## src/rtl/boot_key_ctrl.sv

```systemverilog
// Boot key debouncer with press/short/long strobes and a sticky warmboot request.
// A long press or a bootloader request latches boot_out until reset.
module boot_key_ctrl #(
    parameter int DEBOUNCE_CYCLES   = 240000,
    parameter int LONG_PRESS_CYCLES = 12000000,
    parameter int KEY_ACTIVE_LOW    = 0
) (
    input  logic clk,
    input  logic reset_n,
    input  logic key_in,
    input  logic boot_req_in,
    output logic boot_out,
    output logic key_level,
    output logic press_pulse,
    output logic short_press,
    output logic long_press
);

    localparam int DW = $clog2(DEBOUNCE_CYCLES) + 1;
    localparam int HW = $clog2(LONG_PRESS_CYCLES) + 1;
    localparam logic [DW-1:0] DMAX = DW'(DEBOUNCE_CYCLES - 1);
    localparam logic [HW-1:0] HMAX = HW'(LONG_PRESS_CYCLES - 1);
    localparam logic KEY_IDLE = 1'(KEY_ACTIVE_LOW);

    typedef enum logic [2:0] {
        IDLE,
        ARM,
        HELD,
        LONG,
        REL
    } state_t;

    state_t        state, state_n;
    logic [DW-1:0] dcnt, dcnt_n, dcnt_inc;
    logic [HW-1:0] hcnt, hcnt_n, hcnt_inc;
    logic          long_seen, long_seen_n;
    logic          key_level_n, press_n, short_n, long_n;
    logic          sync1, sync2, key_sync;

    // Synchronizer flops rest at the raw idle level of the pin
    always_ff @(posedge clk or negedge reset_n) begin
        if (!reset_n) begin
            sync1 <= KEY_IDLE;
            sync2 <= KEY_IDLE;
        end else begin
            sync1 <= key_in;
            sync2 <= sync1;
        end
    end

    assign key_sync = sync2 ^ KEY_IDLE;
    assign dcnt_inc = (dcnt == DMAX) ? dcnt : dcnt + DW'(1);
    assign hcnt_inc = (hcnt == HMAX) ? hcnt : hcnt + HW'(1);

    always_ff @(posedge clk or negedge reset_n) begin
        if (!reset_n) begin
            state       <= IDLE;
            dcnt        <= '0;
            hcnt        <= '0;
            long_seen   <= 1'b0;
            key_level   <= 1'b0;
            press_pulse <= 1'b0;
            short_press <= 1'b0;
            long_press  <= 1'b0;
            boot_out    <= 1'b0;
        end else begin
            state       <= state_n;
            dcnt        <= dcnt_n;
            hcnt        <= hcnt_n;
            long_seen   <= long_seen_n;
            key_level   <= key_level_n;
            press_pulse <= press_n;
            short_press <= short_n;
            long_press  <= long_n;
            boot_out    <= boot_out | long_press | boot_req_in;
        end
    end

    always_comb begin
        state_n     = state;
        dcnt_n      = dcnt;
        hcnt_n      = hcnt;
        long_seen_n = long_seen;
        key_level_n = key_level;
        press_n     = 1'b0;
        short_n     = 1'b0;
        long_n      = 1'b0;
        unique case (state)
            IDLE: begin
                if (key_sync) begin
                    state_n = ARM;
                    dcnt_n  = '0;
                end
            end
            ARM: begin
                if (!key_sync) begin
                    state_n = IDLE;
                end else if (dcnt == DMAX) begin
                    state_n     = HELD;
                    key_level_n = 1'b1;
                    press_n     = 1'b1;
                    hcnt_n      = '0;
                    long_seen_n = 1'b0;
                end else begin
                    dcnt_n = dcnt_inc;
                end
            end
            HELD: begin
                if (!key_sync) begin
                    state_n = REL;
                    dcnt_n  = '0;
                end else if (hcnt == HMAX) begin
                    state_n     = LONG;
                    long_n      = 1'b1;
                    long_seen_n = 1'b1;
                end else begin
                    hcnt_n = hcnt_inc;
                end
            end
            LONG: begin
                if (!key_sync) begin
                    state_n = REL;
                    dcnt_n  = '0;
                end
            end
            REL: begin
                // A bounce back to pressed resumes the hold where it froze
                if (key_sync) begin
                    state_n = long_seen ? LONG : HELD;
                end else if (dcnt == DMAX) begin
                    state_n     = IDLE;
                    key_level_n = 1'b0;
                    short_n     = !long_seen;
                end else begin
                    dcnt_n = dcnt_inc;
                end
            end
            default: state_n = IDLE;
        endcase
    end

endmodule

```

## config.mk

```make
export PLATFORM = sky130hd
export DESIGN_NAME = boot_key_ctrl
export DESIGN_NICKNAME = d
export VERILOG_FILES = /design/src/rtl/boot_key_ctrl.sv
export SDC_FILE = /design/constraint.sdc
export NUM_CORES = 1
export LEC_CHECK = 0
export ABC_AREA = 1
export CORE_ASPECT_RATIO = 1.75
export CORE_MARGIN = 10
export CORE_UTILIZATION = 34
export CTS_BUF_LIST = sky130_fd_sc_hd__clkbuf_16
export DETAILED_ROUTE_END_ITERATION = 8
export GPL_TIMING_DRIVEN = 0
export SETUP_SLACK_MARGIN = 0.5
export SLEW_MARGIN = 15
export SYNTH_ARGS = -nofsm -noshare
export SYNTH_HDL_FRONTEND = slang
export SYNTH_SLANG_ARGS = --single-unit
```

## constraint.sdc

```tcl
create_clock -name clk -period 2.3 [get_ports clk]
set_input_delay 0.23 -clock clk [delete_from_list [all_inputs] [get_ports clk]]
set_output_delay 0.23 -clock clk [all_outputs]
set_load 0.02 [all_outputs]
```

# After elaboration in Yosys (flattened, before gate mapping)
# Index checks and enable logic that the tools add are counted.
[word_totals] ff_bits=55 in_bits=4 output_inout_bits=5 wordCells=84
[op_classes] add_sub_neg=2 bitwise_logic=2 reduce_logical=11 muxes=39 eq_ne=19
[op_table] operator="25-bit two-way mux" count=4
[op_table] operator="19-bit two-way mux" count=5
[op_table] operator="19-bit case mux with 4 select lines" count=1
[op_table] operator="25-bit case mux with 2 select lines" count=1
[op_table] operator="25-bit by 1-bit adder with 25-bit output (second input constant)" count=1
[op_table] operator="25-bit by 24-bit equality test with 1-bit output (second input constant)" count=1
[op_table] operator="5-bit AND reduction" count=5
[op_table] operator="3-bit two-way mux" count=8
[op_table] operator="2-bit != test (second input constant)" count=10
[op_table] operator="19-bit by 1-bit adder with 19-bit output (second input constant)" count=1
[op_table] operator="19-bit by 18-bit equality test with 1-bit output (second input constant)" count=1
[op_table] operator="1-bit two-way mux" count=17
[op_table] operator="3-bit case mux with 5 select lines" count=1
[op_table] operator="3-bit != test (second input constant)" count=3
[op_table] operator="3-bit by 2-bit equality test with 1-bit output (second input constant)" count=2
[op_table] operator="1-bit case mux with 2 select lines" count=2
[op_table] operator="2-bit nonzero test" count=2
[op_table] operator="4-bit nonzero test" count=1
[op_table] operator="3-bit by 1-bit equality test with 1-bit output (second input constant)" count=1
[op_table] operator="3-bit equality test (second input constant)" count=1
[op_table] operator="3-bit zero test" count=1
[op_table] operator="1-bit OR" count=2
[op_table] operator="2-bit OR reduction" count=1
[op_table] operator="1-bit zero test" count=1

# Logic depth before layout (Yosys ltp)
[logic_depth] depth_word=4 depth_mapped=13 ltp_nobuf=11

# Worst setup path after synthesis
# No wires, ideal clock.
[synth_path] kind="register -> register" from="register dcnt[0]" to="register hcnt[8]" synth_period_minus_slack_ns=1.536 path_stages_with_launch=12 setup_ns=0.117 t_required_ns=2.183 t_arrival_ns=1.419 n_path_buf=1 slack_ns=0.764 cell_sequence="dfrtp_1 -> ha_1 -> nand3_1 -> inv_1 -> nand3_2 -> nand2_2 -> nand2_2 -> inv_2 -> nand2_4 -> buf_6 -> nand2_1 -> nand2_1"
[synth_between] elab_chain_cells=3
[synth_lines] item="start, declared" line="34" source="logic [DW-1:0] dcnt, dcnt_n, dcnt_inc;"
[synth_lines] item="start signal, assigned" line="68" source="dcnt <= dcnt_n;"
[synth_lines] item="19-bit by 18-bit equality test with 1-bit output" line="98" source="end else if (dcnt == DMAX) begin"
[synth_lines] item="2-bit != test (no source line)"
[synth_lines] item="5-bit AND reduction (no source line)"
[synth_lines] item="end signal, assigned" line="69" source="hcnt <= hcnt_n;"
[synth_lines] item="end, declared" line="35" source="logic [HW-1:0] hcnt, hcnt_n, hcnt_inc;"
# No other way between the ends.
# A chain may end at the register's enable or synchronous reset.

# Worst setup path in the final report
[layout_path] from="register hcnt[1]" to="register hcnt[24]"
[layout_between] elab_chain_cells=4 word_cells_on_any_way=7 classes_between="add/sub: 1; eq/ne: 2; mux: 3; reduce/logical: 1"
[layout_lines] item="25-bit by 1-bit adder with 25-bit output" line="53" source="assign hcnt_inc = (hcnt == HMAX) ? hcnt : hcnt + HW'(1);"
[layout_lines] item="25-bit two-way mux" line="112" source="end else if (hcnt == HMAX) begin"
[layout_lines] item="25-bit two-way mux" line="109" source="if (!key_sync) begin"
[layout_lines] item="25-bit case mux with 2 select lines" line="88" source="unique case (state)"
# Several ways; a longest one is shown, not always the timed one. The select of a mux whose other input is x is not followed.

==> metrics.cfg <==
[synth]
synth_nets=520
synth.largest_area_cell=dfrtp_1
synthXorXnorAreaFrac=0.0673
synth_adder_area_share=0.00713
avgSynthCellArea_um2=6.83
synthesis.area_um2=3510
synth-simple-area-share=0.414
synthTopCellsByArea=dfrtp_1 (39%), nand2_1 (21%), nor2_1 (7.8%)
ys_ff_latch=55
synth_cells=514
synth-seq-area-share=0.392
synth_top_family_by_area=simple AND/OR/NAND/NOR gates
ys_types=30
yosys_warnings=0
synth_compound_area_frac=0.0371
synthMuxAreaShare=0
yosysTopAreaCellShare=0.392

[route]
drtIter0Drc=151
post_drt_wl_per_cell_um=12.8
dr.pass1.iters=4
drt-total-wl_um=8460
vias=3198
ant_nets=0
drc=0
viasPerCell=4.85

[flow_run]
drv_cap=0

[final_layout]
num_antenna_cells=0
layout_common_cells=nand2_1 (189), nor2_1 (68), dfrtp_1 (53)
largest_reg_flops=25
drive_gt1_frac=0.120
syn2layout_area_growth_pct=14.4
nets=538
top_register=hcnt
nFillCells=1109
final_common_cell=nand2_1
top_regs=hcnt: 25 flops, dcnt: 19 flops, state: 3 flops

[cts]
clockBufferDepth=2
clk_pin_slew_ns=0.09
clkLatencyLatePin_ns=0.31
cts_root_buf=clkbuf_16
cts_tree=built
numClockSinks=55
postCtsHoldBufs=0
h-tree-depth=2
numCtsBuffers=5

[worst_setup_path]
endpoint_kind=register
arrival_ns=1.85
crit_path_max_fanout=6
critPathKind=register to register
cp_data_required_time_ns=2.50
cp-start-kind=register

[place]
gp_congestion=0.939
pre_cts_slack_ns=0.445
dp_hpwl_um=6460
io_buffers=8

[floorplan]
die_h_um=154
rows=49
initial_core_util=0.345
die_x_um=96.8
ioPinCount=9
coreArea_um2=10200
dieArea_um2=15000

[timing]
max_freq_mhz=603
worstMarginPinSlew_ns=0.711
drv_slew=0
fin_crit_sh=0.721
worst_slack_ns=0.642
relSlewSlack=0.526
hold_slack_ns=-0.0426
setup_viol=0
rsz0062_at_grt=yes
clock_skew_ns=0.0147
layout_min_cycle_time_ns=1.66
hold_viol_final=36

[grt]
grt_usage=0.116
grt_antenna_before_repair=0
overflow=0
grt_pass1_wl_um=14600
grt_pass1_vias=3169
grt_max_degree=56

[outcome]
status=finished, violations left
violations=negative hold slack

[power_and_ir_drop]
static-leakage-power_nw=1.90
peakVddDrop_v=0.000558
power.density_nw_per_um2=720
design_power_total_mw=2.89

[min_path]
hp-class=input port to asynchronous set/reset pin

cell families after synthesis:
family,count (synthesis)
compound gates,24
xor+xnor,27
fa+ha+maj,2
buf+inv,65
simple gates,341
flops,55
per-layer routing:
layer / GRT usage / vias up / wire length (µm)
met3: 0.0187 / 25 / 209
met5: 0 / - / 0
li1: - / 1622 / -
met1: 0.110 / 1491 / 3100
met4: 0.0685 / 0 / 331
met2: 0.226 / 60 / 4820
worst max-delay path, stage by stage (launching register included):
cell	delay, ns
dfrtp_1	0.43
ha_4	0.18
nand3_4	0.09
inv_2	0.09
nand2_4	0.08
nor2_1	0.16
nand2_1	0.17
o21ai_0	0.19
nand2_1	0.07
nand2_1	0.06
nand2_1	0.05
cells in the mapped netlist, drive strengths merged:
master and n:
nand2 200, nor2 80, dfrtp 55, inv 51
nand3 32, xor2 21, o21ai 19, buf 13
nand4 11, nor3 11, xnor2 6, nand3b 4
ha 2, o211ai 2, a211oi 1, a21oi 1
and2 1, clkbuf 1, nor4 1, o31ai 1
or3 1
final cells by class:
class | count | area, µm² | share of cell area
Buffer | 14 | 111 | 0.0277
Clock buffer | 5 | 125 | 0.0312
Clock inverter | 3 | 23.8 | 0.00592
Inverter | 51 | 191 | 0.0477
Multi-Input combinational cell | 394 | 1930 | 0.480
Sequential cell | 55 | 1380 | 0.343
Tap cell | 127 | 159 | 0.0396
Timing Repair Buffer | 11 | 100 | 0.0249
power breakdown:
part	switching, mW	total (mW)	internal, mW
logic	0.648	0.999	0.351
registers	0.0729	1.09	1.02
clock network	0.390	0.799	0.409
total	1.11	2.89	1.78
what timing repair did:
item / in CTS / in global routing
setup buffers: 0 / 3
setup endpoints to repair: 35 / 46
endpoints found under the hold margin: 0 / 0
resized for setup: 4 / 23
pin swaps: 0 / 4
final timing paths:
path	start	endpoint	slack, ns	cells past startpoint
worst max-delay path	hcnt[1]	hcnt[24]	0.64	10
worst min-delay path	reset_n	dcnt[18]	-0.04	1
worst max register to register	hcnt[1]	hcnt[24]	0.64	10
worst min register to register	sync1	key_sync	0.34	0
max in group asynchronous	reset_n	hcnt[0]	1.82	1
min in group clk	sync1	key_sync	0.34	0
per-stage QoR:
| step | util | setup TNS, ns | hold WS, ns | std cells | instance area, µm² |
|---|---|---|---|---|---|
| detailed placement | 0.368 | 0 | 0.342 | 649 | 3750 |
| finish | 0.395 | 0 | -0.0426 | 660 | 4020 |
| floorplan | - | 0 | -0.0656 | 514 | 3510 |
| CTS | 0.384 | 0 | 0.00496 | 657 | 3910 |
| global route | 0.395 | 0 | 0.0382 | 660 | 4020 |
| global placement | 0.369 | -44.82 | 0.333 | 649 | 3750 |
(Power assumes the default switching activity.)
